--- src/rtl/rc4_key_search_sched.sv ---
// Top-level RC4 key-search scheduler: walks candidate keys through init, KSA and
// decrypt/check sub-blocks, and lends the single S-memory port to the active one.
module rc4_key_search_sched #(
  parameter int ADDR_W = 8,
  parameter int DATA_W = 8,
  parameter int KEY_W  = 22
) (
  input  logic              clk,
  input  logic              reset,
  input  logic              start,
  output logic              done,
  output logic              found,
  output logic [KEY_W-1:0]  key,
  output logic              t1_start,
  output logic              t2_start,
  output logic              t3_start,
  input  logic              t1_done,
  input  logic              t2_done,
  input  logic              t3_done,
  input  logic              t3_fail,
  input  logic [ADDR_W-1:0] t1_address,
  input  logic [ADDR_W-1:0] t2_address,
  input  logic [ADDR_W-1:0] t3_address,
  input  logic [DATA_W-1:0] t1_data,
  input  logic [DATA_W-1:0] t2_data,
  input  logic [DATA_W-1:0] t3_data,
  input  logic              t1_wren,
  input  logic              t2_wren,
  input  logic              t3_wren,
  output logic [ADDR_W-1:0] mem_address,
  output logic [DATA_W-1:0] mem_data,
  output logic              mem_wren
);

  typedef enum logic [3:0] {
    S_IDLE,
    S_INIT_GO,
    S_INIT_WAIT,
    S_KSA_GO,
    S_KSA_WAIT,
    S_DEC_GO,
    S_DEC_WAIT,
    S_FOUND,
    S_EXHAUSTED
  } state_t;

  localparam logic [KEY_W-1:0] KEY_LAST = '1;

  state_t            state_q, state_d;
  logic [KEY_W-1:0]  key_q, key_d;

  always_comb begin
    state_d = state_q;
    key_d   = key_q;
    case (state_q)
      S_IDLE, S_FOUND, S_EXHAUSTED: begin
        if (start) begin
          key_d   = '0;
          state_d = S_INIT_GO;
        end
      end
      S_INIT_GO:   state_d = S_INIT_WAIT;
      S_INIT_WAIT: if (t1_done) state_d = S_KSA_GO;
      S_KSA_GO:    state_d = S_KSA_WAIT;
      S_KSA_WAIT:  if (t2_done) state_d = S_DEC_GO;
      S_DEC_GO:    state_d = S_DEC_WAIT;
      S_DEC_WAIT: begin
        if (t3_done) begin
          if (!t3_fail) begin
            state_d = S_FOUND;
          end else if (key_q == KEY_LAST) begin
            // last key failed: hold it rather than wrapping back to 0
            state_d = S_EXHAUSTED;
          end else begin
            key_d   = key_q + KEY_W'(1);
            state_d = S_INIT_GO;
          end
        end
      end
      default: state_d = S_IDLE;
    endcase
  end

  always_ff @(posedge clk) begin
    if (reset) begin
      state_q <= S_IDLE;
      key_q   <= '0;
    end else begin
      state_q <= state_d;
      key_q   <= key_d;
    end
  end

  assign t1_start = (state_q == S_INIT_GO);
  assign t2_start = (state_q == S_KSA_GO);
  assign t3_start = (state_q == S_DEC_GO);
  assign done     = (state_q == S_FOUND) || (state_q == S_EXHAUSTED);
  assign found    = (state_q == S_FOUND);
  assign key      = key_q;

  // one-hot grant; a zero grant vector leaves the memory port all-zero
  logic [2:0]        grant;
  logic [ADDR_W-1:0] sub_addr [3];
  logic [DATA_W-1:0] sub_data [3];
  logic              sub_wren [3];
  logic [ADDR_W-1:0] addr_m   [3];
  logic [DATA_W-1:0] data_m   [3];
  logic              wren_m   [3];

  assign grant[0] = (state_q == S_INIT_GO) || (state_q == S_INIT_WAIT);
  assign grant[1] = (state_q == S_KSA_GO)  || (state_q == S_KSA_WAIT);
  assign grant[2] = (state_q == S_DEC_GO)  || (state_q == S_DEC_WAIT);

  assign sub_addr[0] = t1_address;
  assign sub_addr[1] = t2_address;
  assign sub_addr[2] = t3_address;
  assign sub_data[0] = t1_data;
  assign sub_data[1] = t2_data;
  assign sub_data[2] = t3_data;
  assign sub_wren[0] = t1_wren;
  assign sub_wren[1] = t2_wren;
  assign sub_wren[2] = t3_wren;

  genvar gi;
  generate
    for (gi = 0; gi < 3; gi++) begin : g_mask
      assign addr_m[gi] = sub_addr[gi] & {ADDR_W{grant[gi]}};
      assign data_m[gi] = sub_data[gi] & {DATA_W{grant[gi]}};
      assign wren_m[gi] = sub_wren[gi] & grant[gi];
    end
  endgenerate

  always_comb begin
    mem_address = '0;
    mem_data    = '0;
    mem_wren    = 1'b0;
    for (int i = 0; i < 3; i++) begin
      mem_address = mem_address | addr_m[i];
      mem_data    = mem_data | data_m[i];
      mem_wren    = mem_wren | wren_m[i];
    end
  end

endmodule

--- config.mk ---
export PLATFORM = sky130hd
export DESIGN_NAME = rc4_key_search_sched
export DESIGN_NICKNAME = d
export VERILOG_FILES = /design/src/rtl/rc4_key_search_sched.sv
export SDC_FILE = /design/constraint.sdc
export NUM_CORES = 1
export LEC_CHECK = 0
export CORE_MARGIN = 2
export CORE_UTILIZATION = 43
export DETAILED_ROUTE_END_ITERATION = 8
export HOLD_SLACK_MARGIN = 0.03
export PLACE_DENSITY = 0.92
export REMOVE_ABC_BUFFERS = 1
export SLEW_MARGIN = 20
export SYNTH_ARGS = -nofsm -noshare
export SYNTH_HDL_FRONTEND = slang
export SYNTH_SLANG_ARGS = --single-unit
--- constraint.sdc ---
create_clock -name clk -period 3.85 [get_ports clk]
set_clock_uncertainty 0.05 [all_clocks]
set_input_delay 0.77 -clock clk [delete_from_list [all_inputs] [get_ports clk]]
set_output_delay 0.77 -clock clk [all_outputs]
set_load 0.005 [all_outputs]
==> results.toml, run 1 <==
[finish]
nets = 393
num_antenna_cells = 0
fill_cells = 368
drive_above_1_share_pct = 5.706
area_delta_synth_final_pct = 55.43

[floorplanning]
fp.dieH_um = 70.68
core_um2 = 4324
rows = 24
io_pins = 102
die_area_um2 = 4996
start_util_pct = 44.21
die_x_um = 70.68

[power]
switching_share_pct = 35.56
power_frac_comb_pct = 56.4
intPower_uw = 805.7
seqPwrFrac_pct = 25.5
pwr-share-clk_pct = 18.1
leakagePower_uw = 0.001105
p_per_area_nw_per_um2 = 420.8
worst_ir_drop_vdd_mv = 0.1956
p_sw_uw = 444.6

[sta]
max_slew.worst_pin.slew_ns = 0.9444
setup_viol = 0
relSlewSlack_pct = 36.69
fin_crit_ns = 3.379
fin_crit_sh_pct = 87.76
rsz0062_at_grt = "no"
slew_violations = 0
hold_viol = 0
fmax_mhz = 296.0
tns_ns = 0
hold_ws_ns = 0.4385

[setup_path]
worst-path-max-fanout = 17
worstSetupPathType = "flip-flop to output pin"
cp-start-kind = "flip-flop"
r2r_setup_slack_ns = 1.42
worstPathRequired_ns = 3.03
path_cells = "nand2_1 > o21ai_2 > a222oi_1 > inv_1 > clkdlybuf4s50_1"
cp-end-kind = "output pin"
slowest_stage = "dfxtp_1"
cp.arrival_ns = 2.56
cp_slowest_stage_delay_ns = 0.60

[global_route]
overflow = 0
grt_use_met1_pct = 31.09
busiest_layer = "met2"
grtUsageMet2_pct = 42.78
use_met3_pct = 2.991
grt_max_degree = 23
track_usage_pct = 24.03
antenna_found_initial = 0
grt_pass1_vias = 2049
grt_pass1_wl_um = 10120

[detailed_routing]
drc = 0
ant_nets = 0
drt_pass1_iterations = 5
num_vias = 2399
wl_um = 6253
viasPerCell = 6.231
drt_iter0_drc = 157
wl_per_cell_um = 16.24

[cts]
worstSkewPairLatency_ns = 0.27
hold_buffers = 0
htreeDepth = 1
post_cts_resize_count = 0
cts_root_buf = "clkbuf_8"
cts_buffers = 3
cts_tree = "done"
cts_setup_buffers = 0
path_clk_slew_ns = 0.08
numClockSinks = 26
clockBufferDepth = 2

[synth]
synth.avg_cell_area_um2 = 7.803
yosys.area.top_type_share_pct = 27.23
ys_warn_count = 0
synth_top_area_cell = "dfxtp_1"
seq_area_frac_synth_pct = 27.23
synth_area_leaders = "dfxtp_1 (27%), a222oi_1 (8.9%), o31ai_1 (5.1%), o311ai_0 (5.0%), inv_1 (4.5%)"
ys_seq_elements = 26
synth-edff-count = 0
ys_types = 48
dominantRegCellSynth = "dfxtp_1"
syn_area_um2 = 1912
synthArstFlopShare_pct = 0
syn-instance-count = 245

[status]
status = "finished clean"

[hold_path]
hold_path_class = "flip-flop to flip-flop"

[place]
hpwl_um = 4547
io_buffers = 101
place.gp.congestion = 0.8757

[flow_run]
drv.max_cap_violation_count = 0
==> layout by cell type, fill, tap and decap left out, drive strengths merged, types with 2 or more instances in the layout <==
master,synthesis,routed
o311ai,16,16
nor2,18,18
and2,2,2
a21oi,12,12
a41oi,3,3
a31oi,8,8
inv,23,23
nand3,8,8
o21ai,8,8
o31ai,13,13
clkbuf,4,3
dfxtp,26,26
or3,4,4
nand3b,3,3
and4,2,2
and3,5,5
nand4,6,6
a222oi,17,17
clkdlybuf4s50,0,101
o22ai,3,3
o41ai,2,2
nor2b,2,2
nor3,11,11
nand2,19,19
nand2b,3,3
a311oi,2,2
==> cell families after synthesis <==
family / synth area share (%)
flops: 27.23
fa+ha+maj: 0.6543
xor+xnor: 0.4582
buf+inv: 9.882
simple gates: 25.00
mux: 0.5890
compound gates: 36.19
==> worst max-delay path, delay by kind of cell (launching register included) <==
family,cells,cell delay [ns]
compound gates,2,0.79
buf+inv,2,0.62
flops,1,0.60
simple gates,1,0.27
==> layer usage <==
layer	part of all wire, %	vias to the layer above
met3	8.1	8
li1	-	1143
met4	1.1	0
met2	49	132
met5	0	-
met1	41	1116
==> flip-flops by register name, indices dropped and copies added (netlist names) <==
name / cells
key: 22
state_q: 4
==> path summary, 6_finish.rpt <==
kind               from     endpoint  cells after the start
max          state_q[0]  mem_data[5]                      5
min             key[21]      key[21]                      1
max reg2reg  state_q[1]      key[20]                      5
min reg2reg     key[21]      key[21]                      1
==> power groups by stage <==
stage               clock network [uW]  logic, uW  registers [uW]
floorplan                            0        343             317
global placement                     0        690             323
detailed placement                   0        700             325
CTS                                227        700             318
global route                       242        766             324
finish                             227        705             319
==> area by class of cell <==
class / instances / area [um^2] / area share [%]
multi-input cells: 178 / 1210 / 40.72
repair buffers: 102 / 1018 / 34.27
flip-flops and latches: 26 / 520.5 / 17.52
inverters: 23 / 86.33 / 2.905
well taps: 52 / 65.06 / 2.189
clock buffers: 3 / 41.29 / 1.389
clock inverters: 1 / 30.03 / 1.011
==> synth_stat cells (2+ instances only) <==
master / n
dfxtp_1: 26
inv_1: 23
a222oi_1: 17
nand2_1: 17
nor2_1: 17
o31ai_1: 13
a21oi_1: 12
o311ai_0: 11
buf_2: 10
a31oi_1: 8
nor3_1: 7
nand3_1: 6
nand4_1: 6
o21ai_0: 6
and3_1: 5
o311ai_1: 5
clkbuf_1: 4
or3_1: 4
a41oi_1: 3
nand2b_1: 3
nand3b_1: 3
nor3_2: 3
o22ai_1: 3
a311oi_1: 2
and2_1: 2
buf_4: 2
buf_6: 2
nand2_2: 2
nor2b_1: 2
o21ai_1: 2
o41ai_1: 2
==> metrics by stage <==
step,setup WS [ns],power [uW],cells,util [%],cell area [um^2]
final,0.4714,1250,385,68.72,2972
after global routing,0.2550,1332,385,68.72,2972
after floorplan,1.358,660.8,227,-,1809
after detailed placement,0.4350,1025,381,66.90,2893
after global placement,0.4701,1013,381,66.90,2893
after CTS,0.1552,1246,385,68.55,2964
(Power assumes the default switching activity.)
==> inputs of run 2 (changes only) <==
Settings changed: PLACE_DENSITY 0.92 to 0.87.
==> run 2 against run 1 <==
  * Wire length up 2.2%
  * Utilization shrank 0.38 points
  * Worst hold slack improved by 0.0028 ns
  * Worst setup slack got worse by 0.038 ns
  * Sequential share of layout area grew 0.096 points
  * First-iteration DRC count increased by 14%
  * Non-clock buffer count unchanged
  * Critical path type unchanged
  * Largest power group unchanged
  * Highest routed layer unchanged
==> results.toml, run 2 (same netlist as run 1, synthesis figures left out) <==
[status]
status = "finished clean"

[place]
pre_cts_ws_ns = 0.3573
place.gp.congestion = 0.8194
io_buffers = 101
hpwl_um = 4474

[detailed_routing]
num_vias = 2423
drc = 0
ant_nets = 0
wl_um = 6390
wl_per_cell_um = 16.60
viasPerCell = 6.294
drt_pass1_iterations = 7
drt_iter0_drc = 179

[sta]
fin_crit_ns = 3.417
fmax_mhz = 292.7
setup_viol = 0
max_slew.worst_pin.slew_ns = 0.9912
slew_violations = 0
relSlewSlack_pct = 33.56
hold_viol = 0
hold_ws_ns = 0.4413
fin_crit_sh_pct = 88.75
tns_ns = 0
setup_ws_ns = 0.4333
rsz0062_at_grt = "no"

[floorplanning]
rows = 24
die_area_um2 = 4996
fp.dieH_um = 70.68
start_util_pct = 44.21
die_x_um = 70.68
core_um2 = 4324
io_pins = 102

[setup_path]
worstPathRequired_ns = 3.03
worst-path-max-fanout = 19
cp.arrival_ns = 2.60
cp-start-kind = "flip-flop"
cp-end-kind = "output pin"
worstSetupPathType = "flip-flop to output pin"

[flow_run]
drv.max_cap_violation_count = 0

[power]
worst_ir_drop_vdd_mv = 0.2503
leakagePower_uw = 0.001098
p_per_area_nw_per_um2 = 406.7

[finish]
nets = 393
largest_register_ffs = 22
area_delta_synth_final_pct = 54.58
final_cell_mix = "clkdlybuf4s50_1 (101), dfxtp_1 (26), inv_1 (23)"
layout_commonest_cell = "clkdlybuf4s50_1"
num_antenna_cells = 0
drive_above_1_share_pct = 5.706

[global_route]
grt_pass1_wl_um = 9825
grt_max_degree = 23
grt_pass1_vias = 2049
overflow = 0
antenna_found_initial = 0
track_usage_pct = 23.40

[cts]
worstSkewPairLatency_ns = 0.27
cts_setup_buffers = 0
hold_buffers = 0
cts_buffers = 3
clockBufferDepth = 2
cts_root_buf = "clkbuf_8"
cts_tree = "done"
post_cts_resize_count = 0
path_clk_slew_ns = 0.08
htreeDepth = 1
numClockSinks = 26

[hold_path]
hold_path_class = "flip-flop to flip-flop"
[run 2: changes by cell type in the layout (fill, tap and decap cells not counted), sizes merged]
cell    delta
clkbuf     +1
bufinv     -1
[run 2: through the flow]
stage	instances	util, %	total power, uW	instance area [um^2]
2_1_floorplan	227	-	660.8	1809
3_3_place_gp	381	66.90	1016	2893
3_5_place_dp	381	66.90	1028	2893
4_1_cts	385	68.17	1203	2948
5_1_grt	385	68.34	1286	2955
6_report	385	68.34	1202	2955
[run 2: where the power goes]
part	leakage (uW)	switching (uW)	internal, uW	total, uW
clock network	0.0000288	85.5	91.5	177
logic	0.000859	320	387	707
registers	0.000210	37.6	280	318
total	0.00110	444	758	1200
[run 2: layer usage]
layer | global-route usage [%] | part of all wire, % | vias to the layer above
li1 | - | - | 1152
met1 | 31.03 | 42 | 1127
met2 | 38.63 | 48 | 138
met5 | 0 | 0 | -
met4 | 7.128 | 0.74 | 0
met3 | 4.416 | 9.9 | 6
[run 2: path summary, 6_finish.rpt]
check / startpoint / end / slack [ns] / cells past startpoint
hold / removal: key[21] / key[21] / 0.44 / 1
setup reg to reg: state_q[1] / key[20] / 1.35 / 5
setup / recovery: state_q[0] / mem_data[0] / 0.43 / 6
hold reg to reg: key[21] / key[21] / 0.44 / 1
[run 2: cell type report]
cell class | count | area [um^2]
fill | 349 | 1369
timing repair buffer | 102 | 1018
clock buffer | 4 | 55.05
multi-input combinational | 178 | 1210
tap | 52 | 65.06
sequential | 26 | 520.5
inverter | 23 | 86.33
[run 2: worst max-delay path, cell delays in order, from the launching register on]
cell,delay (ns)
dfxtp_1,0.45
nor2_1,0.22
nand3_2,0.37
o21ai_2,0.45
a222oi_1,0.22
inv_1,0.11
clkdlybuf4s50_1,0.51
==> inputs of run 3 (changes only) <==
Settings changed: SETUP_SLACK_MARGIN set to 0.15.
==> run 3 against run 2 <==
  * Cell area unchanged
  * Clock power about the same
  * Fmax shrank 0.38%
  * First-iteration DRC count increased by 2.8%
  * Count of clock-buffer cells in the layout stayed put
  * Utilization is the same
  * Critical path depth is the same
  * Global-route usage is 0.15 points higher
  * Total power up 0.29%
  * Cell count did not move
  * Critical endpoint unchanged
==> results.toml, run 3 (same netlist as run 1, synthesis figures left out) <==
[finish]
multi_input_area_um2 = 1210
final_cell_mix = "clkdlybuf4s50_1 (101), dfxtp_1 (26), inv_1 (23)"
fin_area_um2 = 2955
regArea_um2 = 520.5
nets = 393
drive_above_1_share_pct = 5.706
num_antenna_cells = 0
fill_cells = 349
area_delta_synth_final_pct = 54.58
layout_commonest_cell = "clkdlybuf4s50_1"
largest_register_ffs = 22

[detailed_routing]
ant_nets = 0
drt_pass1_iterations = 8
wl_um = 6383
drc = 0
wl_per_cell_um = 16.58
drt_iter0_drc = 184
viasPerCell = 6.229
num_vias = 2398

[power]
p_per_area_nw_per_um2 = 407.8
worst_ir_drop_vdd_mv = 0.2506
leakagePower_uw = 0.001098

[place]
hpwl_um = 4474
io_buffers = 101
place.gp.congestion = 0.8194
pre_cts_ws_ns = 0.3573
place_area_um2 = 2893

[sta]
fmax_mhz = 291.6
relSlewSlack_pct = 33.27
rsz0062_at_grt = "no"
setup_viol = 0
max_slew.worst_pin.slew_ns = 0.9955
slew_violations = 0
fin_crit_sh_pct = 89.09
tns_ns = 0
setup_ws_ns = 0.4202
fin_crit_ns = 3.430
hold_viol = 0

[hold_path]
hold_depth = 1
hold_path_class = "flip-flop to flip-flop"

[cts]
htreeDepth = 1
worstSkewPairLatency_ns = 0.27
cts_tree = "done"
path_clk_slew_ns = 0.08
clockBufferDepth = 2
cts_setup_buffers = 0
numClockSinks = 26
cts_root_buf = "clkbuf_8"
hold_buffers = 0
cts_buffers = 3

[setup_path]
cp-start-kind = "flip-flop"
cp.arrival_ns = 2.61
slowest_stage = "clkdlybuf4s50_1"
worstPathRequired_ns = 3.03
worstSetupPathType = "flip-flop to output pin"
cp-end-kind = "output pin"
worst-path-max-fanout = 19
reg2reg_depth = 5
path_cells = "nor2_1 > nand3_2 > o21ai_2 > a222oi_1 > inv_1 > clkdlybuf4s50_1"
cp_slowest_stage_delay_ns = 0.51

[status]
status = "finished clean"

[floorplanning]
core_um2 = 4324
die_x_um = 70.68
rows = 24
start_util_pct = 44.21
io_pins = 102
die_area_um2 = 4996
fp.dieH_um = 70.68

[global_route]
grt_max_degree = 23
grt_pass1_vias = 2060
track_usage_pct = 23.55
grt_pass1_wl_um = 9894
antenna_found_initial = 0
overflow = 0

[flow_run]
drv.max_cap_violation_count = 0
[run 3: worst max-delay path, delay by kind of cell (launching register included)]
kind            cells  cell delay [ns]
simple gates        2             0.60
buf+inv             2             0.61
compound gates      2             0.67
flops               1             0.45
[run 3: timing repair]
action | CTS | global route
gates resized for setup | 2 | 0
endpoints found under the setup margin | 15 | 0
hold endpoints to repair | 0 | 0
[run 3: cell type report]
| type | count | share of cell area [%] |
|---|---|---|
| Clock buffer | 4 | 1.863 |
| Tap cell | 52 | 2.202 |
| Timing Repair Buffer | 102 | 34.46 |
| Sequential cell | 26 | 17.61 |
| Inverter | 23 | 2.921 |
| Multi-Input combinational cell | 178 | 40.94 |
[run 3: final timing paths]
kind,from,to,slack [ns]
max,state_q[0],mem_data[0],0.42
min,key[21],key[21],0.44
max reg2reg,state_q[1],key[20],1.36
min reg2reg,key[21],key[21],0.44
[run 3: stage by stage]
step | util (%) | hold WS, ns | power [uW] | instances
after floorplan | - | 0.4215 | 660.8 | 227
after global placement | 66.90 | 0.4352 | 1016 | 381
after detailed placement | 66.90 | 0.4253 | 1028 | 381
after CTS | 68.34 | 0.4436 | 1206 | 385
after global routing | 68.34 | 0.4685 | 1286 | 385
final | 68.34 | 0.4409 | 1205 | 385
[run 3: metal layers]
metal | wire (um) | global-route usage (%) | part of all wire, %
met5 | 0 | 0 | 0
met4 | 47 | 7.128 | 0.74
met3 | 615 | 4.416 | 9.6
met2 | 3034 | 38.94 | 48
met1 | 2685 | 31.21 | 42
[run 3: where the power goes]
group	switching [uW]	internal [uW]
clock network	85.6	91.5
logic	323	387
registers	38.2	280
total	447	758
